==> config.mk <==
export PLATFORM = sky130hd
export DESIGN_NAME = aes_shift_rows_pipe
export DESIGN_NICKNAME = d
export VERILOG_FILES = /design/src/rtl/aes_shift_rows_pipe.sv
export SDC_FILE = /design/constraint.sdc
export NUM_CORES = 1
export LEC_CHECK = 0
export BUFFER_PORTS_ARGS = -buffer_cell sky130_fd_sc_hd__buf_2
export CAP_MARGIN = 10
export CORE_ASPECT_RATIO = 0.8
export CORE_UTILIZATION = 45
export CTS_CLUSTER_SIZE = 14
export DETAILED_ROUTE_END_ITERATION = 16
export PLACE_DENSITY = 0.68
export REMOVE_ABC_BUFFERS = 1
export SYNTH_ARGS = -nofsm -noshare
export SYNTH_HDL_FRONTEND = slang
export SYNTH_SLANG_ARGS = --single-unit
==> constraint.sdc <==
create_clock -name clk -period 7.85 [get_ports clk]
set_input_delay 1.1775 -clock clk [delete_from_list [all_inputs] [get_ports clk]]
set_output_delay 1.1775 -clock clk [all_outputs]
set_load 0.02 [all_outputs]
==> src/rtl/aes_shift_rows_pipe.sv <==
// Pipelined AES/Rijndael ShiftRows stage with per-beat forward/inverse/bypass
// mode, valid/ready flow control and a configurable number of register stages.
module aes_shift_rows_pipe #(
  parameter int NB          = 4,
  parameter int PIPE_STAGES = 2,
  parameter int TAG_W       = 4
) (
  input  logic                                 clk,
  input  logic                                 rst,
  input  logic                                 in_valid,
  output logic                                 in_ready,
  input  logic [32*NB-1:0]                     in_data,
  input  logic                                 in_inv,
  input  logic                                 in_bypass,
  input  logic [TAG_W-1:0]                     in_tag,
  output logic                                 out_valid,
  input  logic                                 out_ready,
  output logic [32*NB-1:0]                     out_data,
  output logic [TAG_W-1:0]                     out_tag,
  output logic [$clog2(PIPE_STAGES+1)-1:0]     occupancy
);

  localparam int DW    = 32 * NB;
  localparam int OCC_W = $clog2(PIPE_STAGES + 1);

  generate
    if (!(NB == 4 || NB == 6 || NB == 8)) begin : g_bad_nb
      $error("aes_shift_rows_pipe: NB must be 4, 6 or 8");
    end
    if (PIPE_STAGES < 1 || PIPE_STAGES > 4) begin : g_bad_stages
      $error("aes_shift_rows_pipe: PIPE_STAGES must be in 1..4");
    end
  endgenerate

  // Rijndael uses a larger row-2/row-3 offset only for the 256-bit block.
  function automatic int shift_of(input int r);
    if (NB == 8 && r >= 2) return r + 1;
    return r;
  endfunction

  logic [DW-1:0]          perm;
  logic [PIPE_STAGES-1:0] stage_valid;
  logic [PIPE_STAGES-1:0] advance;
  logic [DW-1:0]          stage_data [PIPE_STAGES];
  logic [TAG_W-1:0]       stage_tag  [PIPE_STAGES];

  always_comb begin
    int src;
    perm = '0;
    for (int r = 0; r < 4; r++) begin
      for (int c = 0; c < NB; c++) begin
        if (in_bypass) begin
          src = c;
        end else if (in_inv) begin
          src = (c + NB - shift_of(r)) % NB;
        end else begin
          src = (c + shift_of(r)) % NB;
        end
        perm[DW-1-8*(r+4*c) -: 8] = in_data[DW-1-8*(r+4*src) -: 8];
      end
    end
  end

  // A stage may move forward when it is empty or everything after it moves.
  always_comb begin
    logic go;
    go = !stage_valid[PIPE_STAGES-1] || out_ready;
    advance[PIPE_STAGES-1] = go;
    for (int k = PIPE_STAGES - 2; k >= 0; k--) begin
      go = !stage_valid[k] || go;
      advance[k] = go;
    end
  end

  always_ff @(posedge clk or posedge rst) begin
    if (rst) begin
      stage_valid <= '0;
      for (int k = 0; k < PIPE_STAGES; k++) begin
        stage_data[k] <= '0;
        stage_tag[k]  <= '0;
      end
    end else begin
      if (advance[0]) begin
        stage_valid[0] <= in_valid;
        if (in_valid) begin
          stage_data[0] <= perm;
          stage_tag[0]  <= in_tag;
        end
      end
      for (int k = 1; k < PIPE_STAGES; k++) begin
        if (advance[k]) begin
          stage_valid[k] <= stage_valid[k-1];
          if (stage_valid[k-1]) begin
            stage_data[k] <= stage_data[k-1];
            stage_tag[k]  <= stage_tag[k-1];
          end
        end
      end
    end
  end

  always_comb begin
    occupancy = '0;
    for (int k = 0; k < PIPE_STAGES; k++) begin
      occupancy = occupancy + OCC_W'(stage_valid[k]);
    end
  end

  assign in_ready  = advance[0];
  assign out_valid = stage_valid[PIPE_STAGES-1];
  assign out_data  = stage_data[PIPE_STAGES-1];
  assign out_tag   = stage_tag[PIPE_STAGES-1];

endmodule

Yosys cells after proc, flatten, opt, wreduce, memory -nomap -nowiden
Index checks and enable logic that the tools add are counted.
{"block": "op_classes", "shifts": 12, "muxes": 16, "reduce_logical": 6, "n_addsub": 25}
{"op": "$shiftx A135 B32 Y8", "n": 12}
{"op": "$sub A8 B32 Y32 const A", "n": 12}
{"op": "$add A3 B29 Y29 const A", "n": 8}
{"op": "$add A2 B29 Y29 const A", "n": 4}
{"op": "$mux W2", "n": 16}
{"op": "$reduce_and A2 Y1", "n": 2}
{"op": "$add A1 B1 Y2", "n": 1}
{"op": "$logic_not A1 Y1", "n": 2}
{"op": "$logic_or A1 B1 Y1", "n": 2}
{"block": "totals", "out_inout_bits": 136, "regBits": 266, "wordCells": 65}

Longest topological paths before layout
Gate-level depths: netlist of the first run.
{"block": "depth", "word_depth": 5, "depth_mapped": 6, "ltp_nobuf": 3}

Worst setup path before layout of the first run
Ideal clock, no wire load.
{"block": "synth_timing", "kind": "in2out", "from": "in out_ready", "to": "out in_ready", "slack_ns": 4.962, "path_buffers": 1, "required_time_ns": 6.673, "t_arrival_ns": 1.710, "path_stages": 2, "path_cell_list": "nand3b_4 -> clkbuf_1"}
{"block": "synth_via", "elab_chain_cells": 2}
{"element": "start, declared", "line_no": "17", "rtl": "input logic out_ready,"}
{"element": "$logic_or A1 B1 Y1", "line_no": "67", "rtl": "go = !stage_valid[PIPE_STAGES-1] || out_ready;"}
{"element": "$logic_or A1 B1 Y1", "line_no": "70", "rtl": "go = !stage_valid[k] || go;"}
{"element": "end, declared", "line_no": "11", "rtl": "output logic in_ready,"}
No other way between the ends.

Worst setup path in the final report of the first run
Same ends and word-level chain as after synthesis.

==> metrics.md, run 1 <==
| Metric | Value |
|---|---|
| Status | `finished clean` |
| Post-CTS Hold Buffers | `0` |
| Crit path kind | `primary input to output pin` |
| Final setup violating endpoints | `0` |
| GPL Wtd Cong | `0.754` |
| Final antenna-violating net count | `0` |
| CP Capture Type | `output pin` |
| Psw | `0.00126 W` |
| Hold slack | `0.493 ns` |
| Combinational power share | `0.251` |
| IO buf count | `273` |
| Total iterations of the first detailed-routing run | `4` |
| 1st-iter DRT viols | `194` |
| FILL cells | `approximately 2,400` |
| # DRC | `0` |
| Reg clk slew, reported paths | `0.06 ns` |
| Arr. time, crit path | `about 2 ns` |
| Die width | `192 um` |
| Highest cell delay on the worst timing path | `~0.40 ns` |
| I/O pin count | `274` |
| Max VDD drop | `about 0.28 mV` |
| Clock sink count | `266` |
| Finished Layout Cells | `approximately 1,400` |
| Core region area | `28,300 um2` |
| Cell area after synthesis | `12,900 um2` |
| Fraction of layout cells with a size suffix above 1 | `0.653` |
| Sw frac | `0.300` |
| Number of max-cap violations | `0` |
| Leakage | `about 6.6 nW` |
| Mean cell area of the mapped netlist | `about 14 um2` |
| Post-route clock period utilization | `0.404` |
| Reg power frac | `0.435` |
| Nets | `1,178` |
| Final hold violations | `0` |
| Post-CTS setup buffer count | `0` |
| Critical Path RT | `6.67 ns` |
| Global-route wire length before repair | `40.4 mm` |
| DP HPWL | `16.0 mm` |
| Synth Warn # | `0` |
| Critical-path top delay cell | `nand3b_4` |
| Setup tns final | `0 ns` |
| Die area | `29,400 um2` |
| Register bit count reported by yosys | `about 270` |
| Cells after Synth | `916` |
| CTS H-tree depth | `1` |
| Initial Util | `0.458` |
| Post-synthesis sequential area ratio | `0.514` |
| Most used cell, CP | `buf_2` |
| Total power | `0.00420 W` |
| Hold Path Class | `flip-flop to flip-flop` |
| Vias per inst | `5.06` |
| Number of CTS-inserted buffers | `27` |
| RSZ-0062 raised after global routing | `false` |
| Min Tclk post-route | `3.17 ns` |
| Slew Limit Fails | `0` |
| Post-Route WL | `24.9 mm` |
| Pwr per Cell Area | `291 nW/um2` |
| Post-synth cell types | `16` |
| Row count | `55` |
| Slew @ Worst Pin | `0.986 ns` |
| Avg WL per Cell | `17.4 um` |
| Post_cts resized | `0` |
| Pint | `about 0.0029 W` |
| Largest net degree at the start of global routing | `135` |
| Worst-path fanout max | `35` |
| Total GRT Usage | `0.171` |
| Clk_skew | `0.0274 ns` |
| Max_slew headroom | `0.343` |
| Via Count | `~7,200` |
| DP Cell Count | `1,380` |
| CTS tree | `built` |
| Clk pwr share | `0.314` |
| Chip Height | `between 150 and 200 um` |
| Root buf cell | `clkbuf_16` |
| Clk buf depth | `3` |
| Final core utilization | `0.510` |
| Area Growth Syn to Fin | `11.5%` |
| Clk Latency, worst-skew pair | `0.55 ns` |
| Grt total ovfl | `0` |
| Startpoint class of the critical path | `primary input` |
| Vias in the first global route | `about 7,600` |
| CP Cell Sequence | `buf_2, nand3b_4, buf_2` |
| Initial antenna violation count | `2` |
| Maximum clock rate | `315 MHz` |
==> power groups by stage <==
| stage | sequential [W] | clock (W) | combinational (W) |
|---|---|---|---|
| after detailed placement | 0.00185 | 0 | 0.00107 |
| after global routing | 0.00187 | 0.00141 | 0.00114 |
| after global placement | 0.00184 | 0 | 0.00105 |
| after floorplan | 0.00207 | 0 | 0.000483 |
| after CTS | 0.00183 | 0.00136 | 0.00107 |
| final | 0.00183 | 0.00132 | 0.00106 |
==> final cells by class <==
| class | instances | area (um2) | area share |
|---|---|---|---|
| flip-flops and latches | 266 | 6660 | 0.461 |
| multi-input cells | 463 | 4950 | 0.343 |
| repair buffers | 280 | 1430 | 0.0994 |
| clock buffers | 30 | 697 | 0.0483 |
| well taps | 370 | 463 | 0.0321 |
| clock inverters | 20 | 210 | 0.0146 |
| inverters | 1 | 11.3 | 0.000781 |
| diodes | 1 | 2.50 | 0.000173 |
==> cell usage in the layout, fill, tap and decap left out <==
cell and instances:
mux2_2 310, buf_2 272, dfrtp_1 266, a21oi_1 64
mux2_4 50, mux2i_1 32, clkbuf_16 27, clkinv_2 13
buf_4 7, bufinv_16 4, nand2b_1 3, clkbuf_1 2
diode_2 1, nand2_4 1, nand3b_4 1, and2_4 1
inv_8 1, ha_1 1, inv_6 1, clkinvlp_4 1
clkinv_4 1, clkbuf_8 1, buf_12 1
==> registers in the layout, summed over array words and instances, names as in the netlist <==
name and flops:
out_data 128, stage_tag 4, out_tag 4, stage_data 128, stage_valid 2
==> final timing paths <==
path | start | endpoint | slack, ns | cells after the start
setup / recovery | out_ready | in_ready | 4.68 | 3
hold / removal | stage_data[224] | out_data[96] | 0.49 | 1
setup reg to reg | stage_valid[1] | stage_data[199] | 5.26 | 4
hold reg to reg | stage_data[224] | out_data[96] | 0.49 | 1
max in group asynchronous | rst | stage_data[172] | 5.82 | 3
min in group asynchronous | rst | out_data[8] | 0.81 | 2
==> stage by stage <==
stage	area, um2	worst slack (ns)
final	14400	4.68
after global routing	14400	4.62
after CTS	14400	4.67
after detailed placement	13500	4.32
after global placement	13500	4.31
after floorplan	11600	-0.653
==> worst max-delay path: cells and delay by family <==
kind	cells	cell delay [ns]
buffers and inverters	2	0.40
AND/OR/NAND/NOR	1	0.40
==> kinds of logic after synthesis <==
family / share of synthesized area
and+or+nand+nor: 0.00377
muxes: 0.353
buffers and inverters: 0.104
DFF: 0.514
adders and majority gates: 0.000967
AOI/OAI and AO/OA: 0.0248
==> synth_stat cells (all sizes together) <==
cell | instances | share of area
a21oi | 64 | 0.025
and2 | 1 | 0.00048
buf | 174 | 0.10
clkbuf | 12 | 0.0035
dfrtp | 266 | 0.51
ha | 1 | 0.00097
inv | 1 | 0.00029
mux2 | 360 | 0.33
mux2i | 32 | 0.025
nand2 | 1 | 0.00029
nand2b | 3 | 0.0015
nand3b | 1 | 0.0015
==> layer usage <==
layer | GRT usage | routed length, um
met1 | 0.228 | 11200
met2 | 0.266 | 11100
met3 | 0.0587 | 2030
met4 | 0.0397 | 550
met5 | 0 | 0
(Power assumes the default switching activity.)
==> run 2: changes to the inputs <==
- ABC_AREA: unset -> 1
- clock period: 7.85 -> 2.8 ns (I/O delays scaled with it)
==> metrics.md, run 2 <==
| Metric | Value |
|---|---|
| Min Tclk post-route | `2.01 ns` |
| Status | `finished clean` |
| Row count | `55 (unchanged)` |
| Max_slew headroom | `0.345 (+0.00219)` |
| Final setup violating endpoints | `0 (unchanged)` |
| Synth Area in XOR/XNOR | `0 (unchanged)` |
| Pwr per Cell Area | `838 nW/um2 (+190%)` |
| Number of CTS-inserted buffers | `29 (+7.4%)` |
| Vias per inst | `4.94 (-2.3%)` |
| Crit path kind | `flip-flop to output pin` |
| Critical Path RT | `2.38 ns (-4.29 ns)` |
| Total GRT Usage | `0.218 (+0.0476)` |
| Reg clk slew, reported paths | `0.06 ns (about the same)` |
| Post-Synth Simple-Gate Area | `0.280 (+0.276)` |
| Yosys top cell area share | `0.516 (+0.00190)` |
| Synth area leader | `dfrtp_1` |
| Clk buf depth | `3 (unchanged)` |
| Initial Util | `0.457 (-0.000569)` |
| Via Count | `10,500 (+44%)` |
| Leakage | `7.99 nW (+22%)` |
| Grt total ovfl | `0 (unchanged)` |
| Global-route wire length before repair | `51.6 mm (+28%)` |
| Post-route clock period utilization | `0.718` |
| Post-CTS Hold Buffers | `1 (+1)` |
| Most common cell after layout, fill and taps aside | `nand2_1` |
| Setup tns final | `0 ns (unchanged)` |
| Count leader, synth | `nand2_1` |
| Multiplexer share of the synthesized area | `0 (-0.353)` |
| Synth Area in Compound Gates | `0.0520 (+0.0273)` |
| Final core utilization | `0.512 (+0.00200)` |
| Hold Path Class | `primary input to flip-flop` |
| Clock sink count | `266 (unchanged)` |
| Synth cell count leaders | `nand2_1 (671), dfrtp_1 (266), nand3_1 (209), buf_4 (142), inv_1 (102)` |
| Maximum clock rate | `498 MHz` |
| I/O pin count | `274 (unchanged)` |
| # DRC | `0 (unchanged)` |
| CP Capture Type | `output pin` |
| Largest family of logic cells by synthesized area | `simple AND/OR/NAND/NOR gates` |
| Core region area | `28,200 um2 (-0.24%)` |
| Final antenna-violating net count | `0 (unchanged)` |
| Die width | `191 um (-0.18%)` |
| Top post-synthesis cells by area | `dfrtp_1 (52%), nand2_1 (20%), buf_4 (8.3%)` |
| Post-synth cell types | `18 (+2)` |
| CTS H-tree depth | `1 (unchanged)` |
| Slew Limit Fails | `0 (unchanged)` |
| Max VDD drop | `0.617 mV (+120%)` |
| Post-Route WL | `32.0 mm (+28%)` |
| Largest net degree at the start of global routing | `83 (-39%)` |
| IO buf count | `273 (unchanged)` |
| Initial antenna violation count | `6 (+4)` |
| Nets | `1,856 (+58%)` |
| Adder-Cell Fraction of Synth Area | `0.000970 (+0.00000357)` |
| Die area | `29,300 um2 (-0.36%)` |
| Startpoint class of the critical path | `flip-flop` |
| Avg WL per Cell | `15.1 um (-13%)` |
| Asr flop ratio synth | `1.00 (unchanged)` |
| Post_cts resized | `0 (unchanged)` |
| DP HPWL | `20.2 mm (+26%)` |
| Synth Warn # | `0 (unchanged)` |
| Number of max-cap violations | `0 (unchanged)` |
| Post-synthesis sequential area ratio | `0.516 (+0.00190)` |
| Area Growth Syn to Fin | `12.1%` |
| 1st-iter DRT viols | `725 (+270%)` |
| Clk_skew | `0.00705 ns (-0.0204 ns)` |
| Post-synth EDFFs | `0 (unchanged)` |
| Total iterations of the first detailed-routing run | `5 (+1)` |
| Register bit count reported by yosys | `266 (unchanged)` |
| Final hold violations | `0 (unchanged)` |
| RSZ-0062 raised after global routing | `false` |
| CTS tree | `built` |
| Mean cell area of the mapped netlist | `7.94 um2 (-44%)` |
| GPL Wtd Cong | `0.826 (+9.5%)` |
| Post-CTS setup buffer count | `0 (unchanged)` |
| Vias in the first global route | `10,000 (+32%)` |
| FILL cells | `2,696 (+11%)` |
| Cells after Synth | `1,623 (+77%)` |
| Slew @ Worst Pin | `0.983 ns (-0.00329 ns)` |
| Chip Height | `153 um (-0.18%)` |
| Worst-path fanout max | `15 (-57%)` |
| Clk Latency, worst-skew pair | `0.54 ns (about the same)` |
| Fraction of layout cells with a size suffix above 1 | `0.205 (-0.448)` |
| Most frequent cells in the layout | `nand2_1 (669), buf_2 (272), dfrtp_1 (265)` |
| Cell area after synthesis | `12,900 um2 (-0.37%)` |
| Root buf cell | `clkbuf_16` |
| Arr. time, crit path | `1.59 ns (-0.40 ns)` |
| Primary FF master, synth | `dfrtp_1` |
[run 2: metrics by stage]
step | setup slack, ns | total power [W] | hold WS (ns) | cells | area, um2
2_1_floorplan | -4.95 | 0.00708 | 0.449 | 1391 | 11300
3_3_place_gp | 0.812 | 0.00830 | 0.449 | 2055 | 13500
3_5_place_dp | 0.772 | 0.00838 | 0.454 | 2055 | 13500
4_1_cts | 0.761 | 0.0122 | 0.0467 | 2110 | 14400
5_1_grt | 0.669 | 0.0128 | 0.0510 | 2112 | 14400
6_report | 0.790 | 0.0121 | 0.0710 | 2115 | 14400
[run 2: critical path, stage by stage, from the launching register on]
cell	delay (ns)
dfrtp_4	0.59
ha_1	0.31
buf_2	0.15
[run 2: final timing paths]
check                               start              end  slack (ns)  cells after the start
setup reg to reg           stage_valid[0]  stage_data[151]        0.86                      5
hold / removal               in_data[126]  stage_data[254]        0.07                      3
max in group asynchronous             rst     out_data[18]        1.53                      4
min in group asynchronous             rst  stage_data[141]        0.50                      3
hold reg to reg              out_data[32]     out_data[32]        0.46                      2
setup / recovery           stage_valid[0]     occupancy[0]        0.79                      2
[run 2: report_power, final]
group | internal, W | switching, W | total (W)
Sequential | 0.00472 | 0.000466 | 0.00518
Clock | 0.00223 | 0.00159 | 0.00382
Combinational | 0.000991 | 0.00211 | 0.00311
[run 2: layout make-up]
type / instances / area, um2 / share of cell area
clock buffers: 38 / 810 / 0.0560
inverters: 105 / 409 / 0.0283
flip-flops and latches: 266 / 6660 / 0.461
clock inverters: 16 / 149 / 0.0103
well taps: 370 / 463 / 0.0320
diodes: 5 / 12.5 / 0.000866
repair buffers: 295 / 1620 / 0.112
multi-input cells: 1020 / 4320 / 0.299
[run 2: cells by family after synthesis]
group                      count (synthesis)
buffers and inverters                    337
adders and majority gates                  1
DFF                                      266
AOI/OAI and AO/OA                        134
and+or+nand+nor                          885
[run 2: routing by layer]
metal  part of all wire  wire (um)  up-vias  global-route usage
met5             0.0013         41        -                   0
met4              0.023        735        6              0.0593
met3              0.067       2130       56              0.0411
met2               0.45      14400      317               0.345
met1               0.46      14700     4942               0.306
li1                   -          -     5135                   -
